File: src/rtl/alu_seq.sv
// Clocked WIDTH-bit ALU: single-cycle FWD/ADD/AND/OR/SUB/SLL/SRA with flags,
// plus an iterative shift-and-add unsigned multiply behind START/BUSY/DONE.
module alu_seq #(
  parameter int unsigned WIDTH = 8,
  parameter int unsigned SHW   = $clog2(WIDTH)
) (
  input  logic             CLK,
  input  logic             RESETN,
  input  logic             START,
  input  logic [2:0]       SELECT,
  input  logic [WIDTH-1:0] DATA1,
  input  logic [WIDTH-1:0] DATA2,
  output logic [WIDTH-1:0] RESULT,
  output logic             ZERO,
  output logic             CARRY,
  output logic             OVERFLOW,
  output logic             BUSY,
  output logic             DONE
);

  localparam logic [2:0] OP_FWD = 3'b000;
  localparam logic [2:0] OP_ADD = 3'b001;
  localparam logic [2:0] OP_AND = 3'b010;
  localparam logic [2:0] OP_OR  = 3'b011;
  localparam logic [2:0] OP_SUB = 3'b100;
  localparam logic [2:0] OP_SLL = 3'b101;
  localparam logic [2:0] OP_SRA = 3'b110;
  localparam logic [2:0] OP_MUL = 3'b111;

  typedef enum logic [0:0] {IDLE, MUL} state_t;

  state_t             state;
  logic [WIDTH-1:0]   alu_res;
  logic               alu_c;
  logic               alu_v;
  logic [WIDTH:0]     wide;
  logic signed [WIDTH:0] sra_t;
  logic [SHW-1:0]     sh;

  logic [WIDTH-1:0]   mcand;
  logic [WIDTH-1:0]   mplier;
  logic [2*WIDTH-1:0] acc;
  logic [2*WIDTH-1:0] acc_next;
  logic [SHW-1:0]     cnt;

  // Shifts run one bit wider so the last bit shifted out lands in the spare bit
  // (and is naturally 0 for a zero shift amount).
  always_comb begin
    alu_res = '0;
    alu_c   = 1'b0;
    alu_v   = 1'b0;
    wide    = '0;
    sra_t   = '0;
    sh      = DATA2[SHW-1:0];
    case (SELECT)
      OP_FWD: alu_res = DATA2;
      OP_ADD: begin
        wide    = {1'b0, DATA1} + {1'b0, DATA2};
        alu_res = wide[WIDTH-1:0];
        alu_c   = wide[WIDTH];
        alu_v   = (DATA1[WIDTH-1] == DATA2[WIDTH-1]) && (alu_res[WIDTH-1] != DATA1[WIDTH-1]);
      end
      OP_AND: alu_res = DATA1 & DATA2;
      OP_OR:  alu_res = DATA1 | DATA2;
      OP_SUB: begin
        wide    = {1'b0, DATA1} - {1'b0, DATA2};
        alu_res = wide[WIDTH-1:0];
        alu_c   = ~wide[WIDTH];
        alu_v   = (DATA1[WIDTH-1] != DATA2[WIDTH-1]) && (alu_res[WIDTH-1] != DATA1[WIDTH-1]);
      end
      OP_SLL: begin
        wide    = {1'b0, DATA1} << sh;
        alu_res = wide[WIDTH-1:0];
        alu_c   = wide[WIDTH];
      end
      OP_SRA: begin
        sra_t   = $signed({DATA1, 1'b0}) >>> sh;
        alu_res = sra_t[WIDTH:1];
        alu_c   = sra_t[0];
      end
      default: ;
    endcase
  end

  assign acc_next = mplier[cnt] ? acc + ({{WIDTH{1'b0}}, mcand} << cnt) : acc;

  always_ff @(posedge CLK or negedge RESETN) begin
    if (!RESETN) begin
      state    <= IDLE;
      RESULT   <= '0;
      CARRY    <= 1'b0;
      OVERFLOW <= 1'b0;
      DONE     <= 1'b0;
      mcand    <= '0;
      mplier   <= '0;
      acc      <= '0;
      cnt      <= '0;
    end else begin
      DONE <= 1'b0;
      case (state)
        IDLE: begin
          if (START) begin
            if (SELECT == OP_MUL) begin
              mcand  <= DATA1;
              mplier <= DATA2;
              acc    <= '0;
              cnt    <= '0;
              state  <= MUL;
            end else begin
              RESULT   <= alu_res;
              CARRY    <= alu_c;
              OVERFLOW <= alu_v;
              DONE     <= 1'b1;
            end
          end
        end
        MUL: begin
          acc <= acc_next;
          cnt <= cnt + SHW'(1);
          if (cnt == SHW'(WIDTH - 1)) begin
            RESULT   <= acc_next[WIDTH-1:0];
            CARRY    <= |acc_next[2*WIDTH-1:WIDTH];
            OVERFLOW <= 1'b0;
            DONE     <= 1'b1;
            state    <= IDLE;
          end
        end
        default: state <= IDLE;
      endcase
    end
  end

  assign ZERO = ~|RESULT;
  assign BUSY = (state == MUL);

endmodule
File: config.mk
export PLATFORM = sky130hd
export DESIGN_NAME = alu_seq
export DESIGN_NICKNAME = d
export VERILOG_FILES = /design/src/rtl/alu_seq.sv
export SDC_FILE = /design/constraint.sdc
export NUM_CORES = 1
export LEC_CHECK = 0
export ABC_AREA = 1
export ABC_CLOCK_PERIOD_IN_PS = 2400
export CORE_MARGIN = 8
export CORE_UTILIZATION = 43
export CTS_BUF_LIST = sky130_fd_sc_hd__clkbuf_8
export CTS_CLUSTER_DIAMETER = 80
export DETAILED_ROUTE_END_ITERATION = 16
export MAX_ROUTING_LAYER = met4
export SLEW_MARGIN = 20
export SYNTH_ARGS = -nofsm -noshare
export SYNTH_HDL_FRONTEND = slang
export SYNTH_SLANG_ARGS = --single-unit
export TNS_END_PERCENT = 10
File: constraint.sdc
create_clock -name CLK -period 2.4 [get_ports CLK]
set_input_delay 0.48 -clock CLK [delete_from_list [all_inputs] [get_ports CLK]]
set_output_delay 0.48 -clock CLK [all_outputs]
set_load 0.02 [all_outputs]
# Word level (Yosys, flattened, before mapping)
# Cells that the tools add are included.
totals:
  ff_bits: 47
  latchBits: 0
  ram_bits: 0
  mem_bits_ro: 0
  inputBits: 22
  out_inout_bits: 13
  wordCells: 78
  n_memories: 0
op_classes:
  addsub: 4
  multipliers: 0
  n_div: 0
  order_cmp: 1
  n_eq_ne: 16
  shift: 3
  mux: 32
  bitwise_logic: 4
  reduce_logical: 9
op_table:
  columns: ["cell", "n"]
  rows:
  - ["$pmux W8 S7", 1]
  - ["$mux W16", 3]
  - ["$pmux W16 S2", 1]
  - ["$mux W8", 3]
  - ["$add A16 B16 Y16", 1]
  - ["$pmux W8 S2", 1]
  - ["$reduce_or A8 Y1", 2]
  - ["$shl A8 B3 Y16", 1]
  - ["$eq A3 B3 Y1 const B", 5]
  - ["$mux W1", 13]
  - ["$pmux W1 S2", 5]
  - ["$add A8 B8 Y9", 1]
  - ["$shl A8 B3 Y9", 1]
  - ["$sshr A9 B3 Y9", 1]
  - ["$sub A8 B8 Y9", 1]
  - ["$and A8 B8 Y8", 1]
  - ["$or A8 B8 Y8", 1]
  - ["$eq A3 B2 Y1 const B", 2]
  - ["$mux W3", 2]
  - ["$ne A2 B2 Y1 const B", 3]
  - ["$pmux W3 S2", 1]
  - ["$reduce_and A3 Y1", 2]
  - ["$lt A3 B4 Y1 const B", 1]
  - ["$pmux W1 S4", 1]
  - ["other kinds (11)", 15]

# Logic depth before layout (Yosys ltp)
# Gate-level depths: netlist of run 1.
depth:
  depth_word: 7
  depth_mapped: 21
  depth_no_buf: 21

# Worst setup path after synthesis of run 1
# No wires, ideal clock.
synth_timing:
  path_kind: "flip-flop to flip-flop"
  from: "register cnt[0]"
  to: "register CARRY"
  setup_ps: 120
  arrival_ps: 2490
  t_required_ps: 2280
  setup_slack_ps: -210
  stages_incl_launch_ff: 18
  synth_period_minus_slack_ps: 2610
  path_cell_list: "dfrtp_1 > buf_4 > clkbuf_1 > o21ai_0 > mux2i_1 > nor2_1 > ha_1 > or2_2 > nand3_1 > nand2_1 > nand2_1 > nand3_1 > nand3_1 > nand2_1 > nor2_1 > nand3_1 > nand2_1 > a21oi_2"
synth_via:
  elab_chain_len: 6
  word_cells_on_any_way: 11
  classes_between: "add/sub: 1; eq/ne: 2; shift: 1; mux: 5; reduce/logical: 2"
synth_lines:
  columns: ["element", "line", "rtl"]
  rows:
  - ["from (decl)", "44", "logic [SHW-1:0] cnt;"]
  - ["from (signal assigned)", "119", "cnt <= cnt + SHW'(1);"]
  - ["$shl A8 B3 Y16 / $bmux W1 S3 (equally long branches)", "85", "assign acc_next = mplier[cnt] ? acc + ({{WIDTH{1'b0}}, mcand} << cnt) : acc;"]
  - ["$add A16 B16 Y16 / $mux W1 (equally long branches)", "85", null]
  - ["$mux W16", "85", null]
  - ["$reduce_or A8 Y1", "122", "CARRY <= |acc_next[2*WIDTH-1:WIDTH];"]
  - ["$mux W1", "120", "if (cnt == SHW'(WIDTH - 1)) begin"]
  - ["$pmux W1 S2", "100", "case (state)"]
  - ["to (signal assigned)", "111", "CARRY <= alu_c;"]
  - ["to (signal assigned)", "122", null]
  - ["to (decl)", "15", "output logic CARRY,"]
# Parallel ways exist; a longest one is shown, timed or not. The select of a mux whose other input is x is not followed.
# A chain may end at the register's enable or synchronous reset.

# Final worst setup path of run 1
# Same ends and word-level chain as after synthesis.

==> flow_summary.ini, run 1 <==
[global_route]
grt_pass1_vias = 5820
grt_usage_pct = 25.15
grt_max_degree = 33
grt_pass1_wl_um = 29230
globalRouteOverflowTotal = 0
antenna_found_initial = 0

[routing]
viasPerCell = 5.323
ant_nets = 0
post_drt_wl_per_cell_um = 16.53
drtPass1Iterations = 5
drcViolationCount = 0
vias = 5839
wl_um = 18130
first_iter_violations = 491

[yosys]
syn_area_um2 = 4956
ys_seq_area_share_pct = 23.73
post-synth-top-area-cell = dfrtp_1
synth.area.top_cells = dfrtp_1 24%, nand2_1 17%, ha_1 11%, inv_1 7.1%, nand3_1 6.7%
syn-num-nets = 849
synth_warnings = 0
avgSynthCellArea_um2 = 6.338
ys_types = 43
ys.flop_type = dfrtp_1
netlist.area_leader.share_pct = 23.73
synth_cells = 782
synth-edff-count = 0
ys_async_sr_fraction_pct = 100.0
ys_ff_latch = 47

[outcome]
violations = negative setup slack
status = finished, violations left

[worst_setup_path]
cp_max_fo = 6
rrSetupSlack_ns = -0.45
cpLargestDelayFamily = simple AND/OR/NAND/NOR gates
startpoint_type = register
crit_buf_inv = 2
worstPathCellList = buf_6 > buf_6 > nand2_4 > o21ai_4 > o21ai_2 > mux2i_1 > ha_1 > nand2_2 > nor2_4 > nand3_2 > nand4_1 > nand3_1 > nand2_1 > nand2_1 > nor2_2 > nand3_1 > nand2_1 > a21oi_2
path_class = reg2reg
crit_path_top_delay_cell = dfrtp_2
max_stage_delay_ns = 0.46
crit_required_ns = 2.62
crit_end = CARRY
crit_start = cnt[0]
crit_top_cell = nand2_1
arrival_ns = 3.07
r2r-start = cnt[0]
crit_cells = 18
timing.rr.end = CARRY
endpoint_kind = register
reg2regPathDepth = 18

[floorplanning]
die_w_um = 123.4
top_level_ports = 35
core_um2 = 11320
initial_core_util_pct = 43.78
row_count = 39
dieArea_um2 = 15220
die_y_um = 123.4

[clock_tree]
clk_latency_ns = 0.34
cts_made_buffers = 5
cts_tree = built
hold_buffers = 0
clock-sinks = 47
cts_root_buffer = clkbuf_8
clk_path_buf_depth = 2
cts.clk_slew.worst_paths_ns = 0.11
htreeDepth = 2

[placed_design]
place_congestion = 0.9673
dp_worst_setup_slack_ns = -0.6009
post-place-cells = 1080
portBuffers = 34
hpwlAfterDp_um = 14610

[pwr]
total_power_mw = 9.709
peakVddDrop_uv = 1049
p_leak_nw = 3.590
p_per_area_nw_per_um2 = 1393

[sta]
worstMarginPinSlew_ns = 0.6145
rsz0062_at_grt = true
period_needed_ns = 2.848
post-route-period-util_pct = 118.7
setup_ws_ns = -0.4478
tns_ns = -2.779
skew_ns = 0.01938
setup_viol = 17
fmax_mhz = 351.1
drv_slew = 0
slew_headroom_pct = 59.03
hold_viol = 0

[worst_hold_path]
hold_path.class = in2async

[flow_run]
drv_cap = 0

[cells_and_area]
num-fill-cells = 1050
nNetsFinal = 1020
syn2layout_area_growth_pct = 40.60
fin_util_pct = 61.55
finalNonFillerCells = 1097
drive_above_1_share_pct = 26.52
diodes = 0
==> flip-flops by register name, indices dropped and copies added (netlist names) <==
name,flops
cnt,3
CARRY,1
OVERFLOW,1
mcand,8
BUSY,1
mplier,8
RESULT,8
DONE,1
acc,16
==> where the power goes <==
part / internal [mW] / switching (mW) / leakage, nW
registers: 1.19 / 0.356 / 0.559
logic: 3.37 / 4.15 / 2.97
clock network: 0.311 / 0.321 / 0.0581
total: 4.88 / 4.83 / 3.59
==> how the worst min path moves through the flow <==
stage	from	slack (ns)	depth (start not counted)	to
3_5_place_dp	OVERFLOW	0.49	2	OVERFLOW
5_1_grt	RESETN	0.17	1	acc[10]
4_1_cts	RESETN	0.15	1	acc[11]
2_1_floorplan	RESETN	0.18	0	BUSY
3_3_place_gp	OVERFLOW	0.47	2	OVERFLOW
6_report	RESETN	0.14	1	acc[10]
==> layout by cell type (no fill, tap or decap), types with 4 or more instances in the layout <==
cell type	n
clkbuf_8	5
clkdlybuf4s50_1	32
inv_1	93
mux2i_1	4
ha_1	37
nand2_1	205
a21oi_2	8
o21ai_1	11
nand3_2	8
a21oi_1	46
buf_6	4
dfrtp_1	46
nand3_1	62
o21ai_0	39
inv_2	10
nor2_1	53
o211ai_1	9
o22ai_1	11
nor2_4	4
ha_4	4
buf_4	150
nor3_1	7
nand2_2	15
nor2_2	11
o21ai_2	8
a31oi_1	7
nand4_1	11
==> final cells by class <==
| cell class | instances | area [µm²] | area share (%) |
|---|---|---|---|
| multi-input cells | 606 | 3563 | 51.14 |
| repair buffers | 190 | 1549 | 22.23 |
| flip-flops and latches | 47 | 1177 | 16.90 |
| inverters | 103 | 386.6 | 5.549 |
| well taps | 143 | 178.9 | 2.568 |
| clock buffers | 5 | 68.82 | 0.9876 |
| clock inverters | 3 | 43.79 | 0.6285 |
==> cells by family (layout without fill, tap and decap cells) <==
logic type      Yosys count  in the layout  share of synthesized area (%)
mux                       6              6                          1.212
fa+ha+maj                45             45                          11.82
compound gates          160            160                          18.20
buf+inv                 129            301                          10.75
simple gates            389            389                          33.22
xor+xnor                  6              6                          1.061
flops                    47             47                          23.73
==> cell usage after synthesis (all sizes together) (6+ instances only) <==
cell	number
nor2	68
o211ai	9
a21oi	54
mux2i	6
clkbuf	13
inv	103
o22ai	11
o21ai	61
nand3	70
buf	13
ha	42
dfrtp	47
nand4	11
nand2	223
a31oi	10
nor3	8
==> per-layer routing <==
metal | global-route usage [%] | up-vias | part of all wire [%]
met3 | 3.470 | 30 | 4.1
met2 | 42.62 | 146 | 49
met1 | 30.21 | 2740 | 44
met5 | - | - | 0
li1 | - | 2923 | -
met4 | 8.051 | 0 | 2.6
==> metrics by stage <==
| step | cell area, µm² | hold WS, ns |
|---|---|---|
| after global placement | 6513 | 0.4696 |
| final | 6968 | 0.1353 |
| after detailed placement | 6513 | 0.4937 |
| after global routing | 6968 | 0.1739 |
| after floorplan | 5029 | 0.1844 |
| after CTS | 6887 | 0.1542 |
==> repair_timing <==
| action | CTS | global route |
|---|---|---|
| pin swaps | 22 | 10 |
| buffers inserted | 6 | 3 |
| resized for setup | 52 | 20 |
| setup endpoints to repair | 20 | 21 |
No activity file was read; power rests on OpenSTA's default activity.
==> run 2: changes to the inputs <==
--- a/config.mk
+++ b/config.mk
@@ -5,13 +5,12 @@
 export SDC_FILE = /design/constraint.sdc
 export NUM_CORES = 1
 export LEC_CHECK = 0
-export ABC_AREA = 1
 export ABC_CLOCK_PERIOD_IN_PS = 2400
-export CORE_MARGIN = 8
 export CORE_UTILIZATION = 43
 export CTS_BUF_LIST = sky130_fd_sc_hd__clkbuf_8
 export CTS_CLUSTER_DIAMETER = 80
 export DETAILED_ROUTE_END_ITERATION = 16
+export DONT_BUFFER_PORTS = 1
 export MAX_ROUTING_LAYER = met4
 export SLEW_MARGIN = 20
 export SYNTH_ARGS = -nofsm -noshare
==> flow_summary.ini, run 2 <==
[worst_setup_path]
crit_top_cell = a21oi_1
worstPathCellList = buf_6 > mux2i_2 > buf_4 > nand2_1 > nand2_2 > a21oi_1 > ha_1 > and3_4 > a211o_1 > o22ai_2 > o31ai_1 > a21oi_1 > xor2_1 > o21ai_1 > o41a_1
max_stage_delay_ns = 0.43
startpoint_type = register
endpoint_kind = register
crit_required_ns = 2.60
arrival_ns = 3.46
crit_path_top_delay_cell = dfrtp_2
path_class = reg2reg
cp_max_fo = 5

[sta]
rsz0062_at_grt = true
hold_viol = 0
period_needed_ns = 3.265
drv_slew = 0
skew_ns = 0.007191
slew_headroom_pct = 48.21
hold_ws_ns = 0.3112
setup_ws_ns = -0.8648
tns_ns = -8.122
fmax_mhz = 306.3
post-route-period-util_pct = 136.0
setup_viol = 19
worstMarginPinSlew_ns = 0.7573

[yosys]
ys_types = 71
syn_area_um2 = 4788
ys_async_sr_fraction_pct = 100.0
ys_seq_area_share_pct = 24.56
synth.area.top_cells = dfrtp_1 25%, ha_1 11%, mux2i_1 5.9%, mux2_2 5.6%, nand2_1 5.0%
synth_warnings = 0
ys.flop_type = dfrtp_1
syn-num-nets = 624
post-synth-top-area-cell = dfrtp_1
synthTopCellsByCount = 64 x nand2_1, 47 x dfrtp_1, 42 x ha_1
synth_cells = 557
ys_ff_latch = 47
yosysMostFrequentCell = nand2_1
avgSynthCellArea_um2 = 8.597
netlist.area_leader.share_pct = 24.56
synth-edff-count = 0

[routing]
vias = 4626
ant_nets = 0
drcViolationCount = 0
drtPass1Iterations = 7
post_drt_wl_per_cell_um = 18.88
viasPerCell = 5.819
wl_um = 15010
first_iter_violations = 365

[global_route]
grt_max_degree = 48
globalRouteOverflowTotal = 0
grt_usage_pct = 27.81
antenna_found_initial = 0
grt_pass1_vias = 4635
grt_pass1_wl_um = 24190

[outcome]
violations = negative setup slack
status = finished, violations left

[placed_design]
place_congestion = 0.9410
hpwlAfterDp_um = 11200
portBuffers = 0

[floorplanning]
core_um2 = 10840
row_count = 38
die_y_um = 107.5
initial_core_util_pct = 44.17
dieArea_um2 = 11560
top_level_ports = 35
die_w_um = 107.5

[clock_tree]
clk_path_buf_depth = 2
cts.clk_slew.worst_paths_ns = 0.09
cts_tree = built
htreeDepth = 2
clock-sinks = 47
cts_root_buffer = clkbuf_8
clk_latency_ns = 0.32
cts_made_buffers = 5

[pwr]
peakVddDrop_uv = 905.3
p_int_mw = 4.194
p_switching_mw = 3.377
clkPwrFrac_pct = 8.6
total_power_mw = 7.572
power_frac_seq_pct = 20.5
switching_share_pct = 44.60
p_per_area_nw_per_um2 = 1242
combPwrFrac_pct = 70.9
p_leak_nw = 2.831

[cells_and_area]
nNetsFinal = 721
final_cell_mix = 110 x buf_4, 60 x nand2_1, 46 x dfrtp_1
top_register = acc
final_common_cell = buf_4
largest_register_ffs = 16
syn2layout_area_growth_pct = 27.33
num-fill-cells = 995
drive_above_1_share_pct = 31.45
diodes = 0

[flow_run]
drv_cap = 0

[worst_hold_path]
hold_path.class = in2reg
-- run 2: cell type report --
class	count	area, µm²	share of cell area (%)
clock buffer	6	82.58	1.354
clock inverter	2	38.79	0.6362
inverter	32	120.1	1.970
multi-input combinational	451	3575	58.63
sequential	47	1177	19.31
tap	140	175.2	2.873
timing repair buffer	117	928.4	15.23
-- run 2: path summary, 6_finish.rpt --
| path | startpoint | endpoint | slack [ns] | cells past startpoint |
|---|---|---|---|---|
| min reg2reg | mplier[5] | mplier[5] | 0.52 | 1 |
| max reg2reg | cnt[0] | CARRY | -0.86 | 15 |
| min | DATA2[6] | mplier[6] | 0.31 | 1 |
| min in group asynchronous | RESETN | RESULT[5] | 0.65 | 2 |
| max in group asynchronous | RESETN | cnt[0] | 1.50 | 2 |
| max | cnt[0] | CARRY | -0.86 | 15 |
-- run 2: cells by family after synthesis --
family / Yosys count / share of synthesized area [%]
compound gates: 182 / 25.63
xor+xnor: 16 / 2.926
fa+ha+maj: 45 / 12.23
buf+inv: 59 / 5.618
flops: 47 / 24.56
mux: 59 / 14.63
simple gates: 149 / 14.40
-- run 2: critical path, delay by kind of cell (launching register included) --
family / cells / cell delay [ns]
DFF: 1 / 0.43
xor gates and xnor gates: 1 / 0.17
AOI/OAI and AO/OA: 7 / 1.31
muxes: 1 / 0.23
buffers and inverters: 2 / 0.28
adders and majority gates: 1 / 0.36
and+or+nand+nor: 3 / 0.37
-- run 2: power groups by stage --
stage | clock network [mW] | logic, mW | registers [mW]
global placement | 0 | 4.43 | 1.51
CTS | 0.666 | 4.94 | 1.53
finish | 0.652 | 5.37 | 1.55
floorplan | 0 | 2.97 | 1.44
global route | 0.705 | 5.84 | 1.60
detailed placement | 0 | 4.50 | 1.52
-- run 2: what timing repair did --
action                                  in CTS  in global routing
gates resized for setup                     27                 34
setup buffers                                6                  2
hold buffers                                 1                  1
endpoints found under the setup margin      19                 23
hold endpoints to repair                    47                  4
pin swaps                                   17                 20
-- run 2: layer usage --
metal  track usage (%)  up-vias  share of wire (%)  wire length [µm]
met1             37.41     2185                 46              6976
met5                 -        -                  0                 0
met2             41.71      145                 45              6697
met3             5.811       30                6.2               928
met4             8.708        0                2.7               405
li1                  -     2266                  -                 -
-- run 2: per-stage QoR --
| step | cells | utilization, % | instance area (µm²) | setup WS, ns |
|---|---|---|---|---|
| 2_1_floorplan | 557 | - | 4833 | -0.6055 |
| 3_3_place_gp | 777 | 52.18 | 5657 | -0.7414 |
| 3_5_place_dp | 777 | 52.18 | 5657 | -0.8695 |
| 4_1_cts | 792 | 55.09 | 5972 | -0.8132 |
| 5_1_grt | 795 | 56.24 | 6097 | -0.9801 |
| 6_report | 795 | 56.24 | 6097 | -0.8648 |
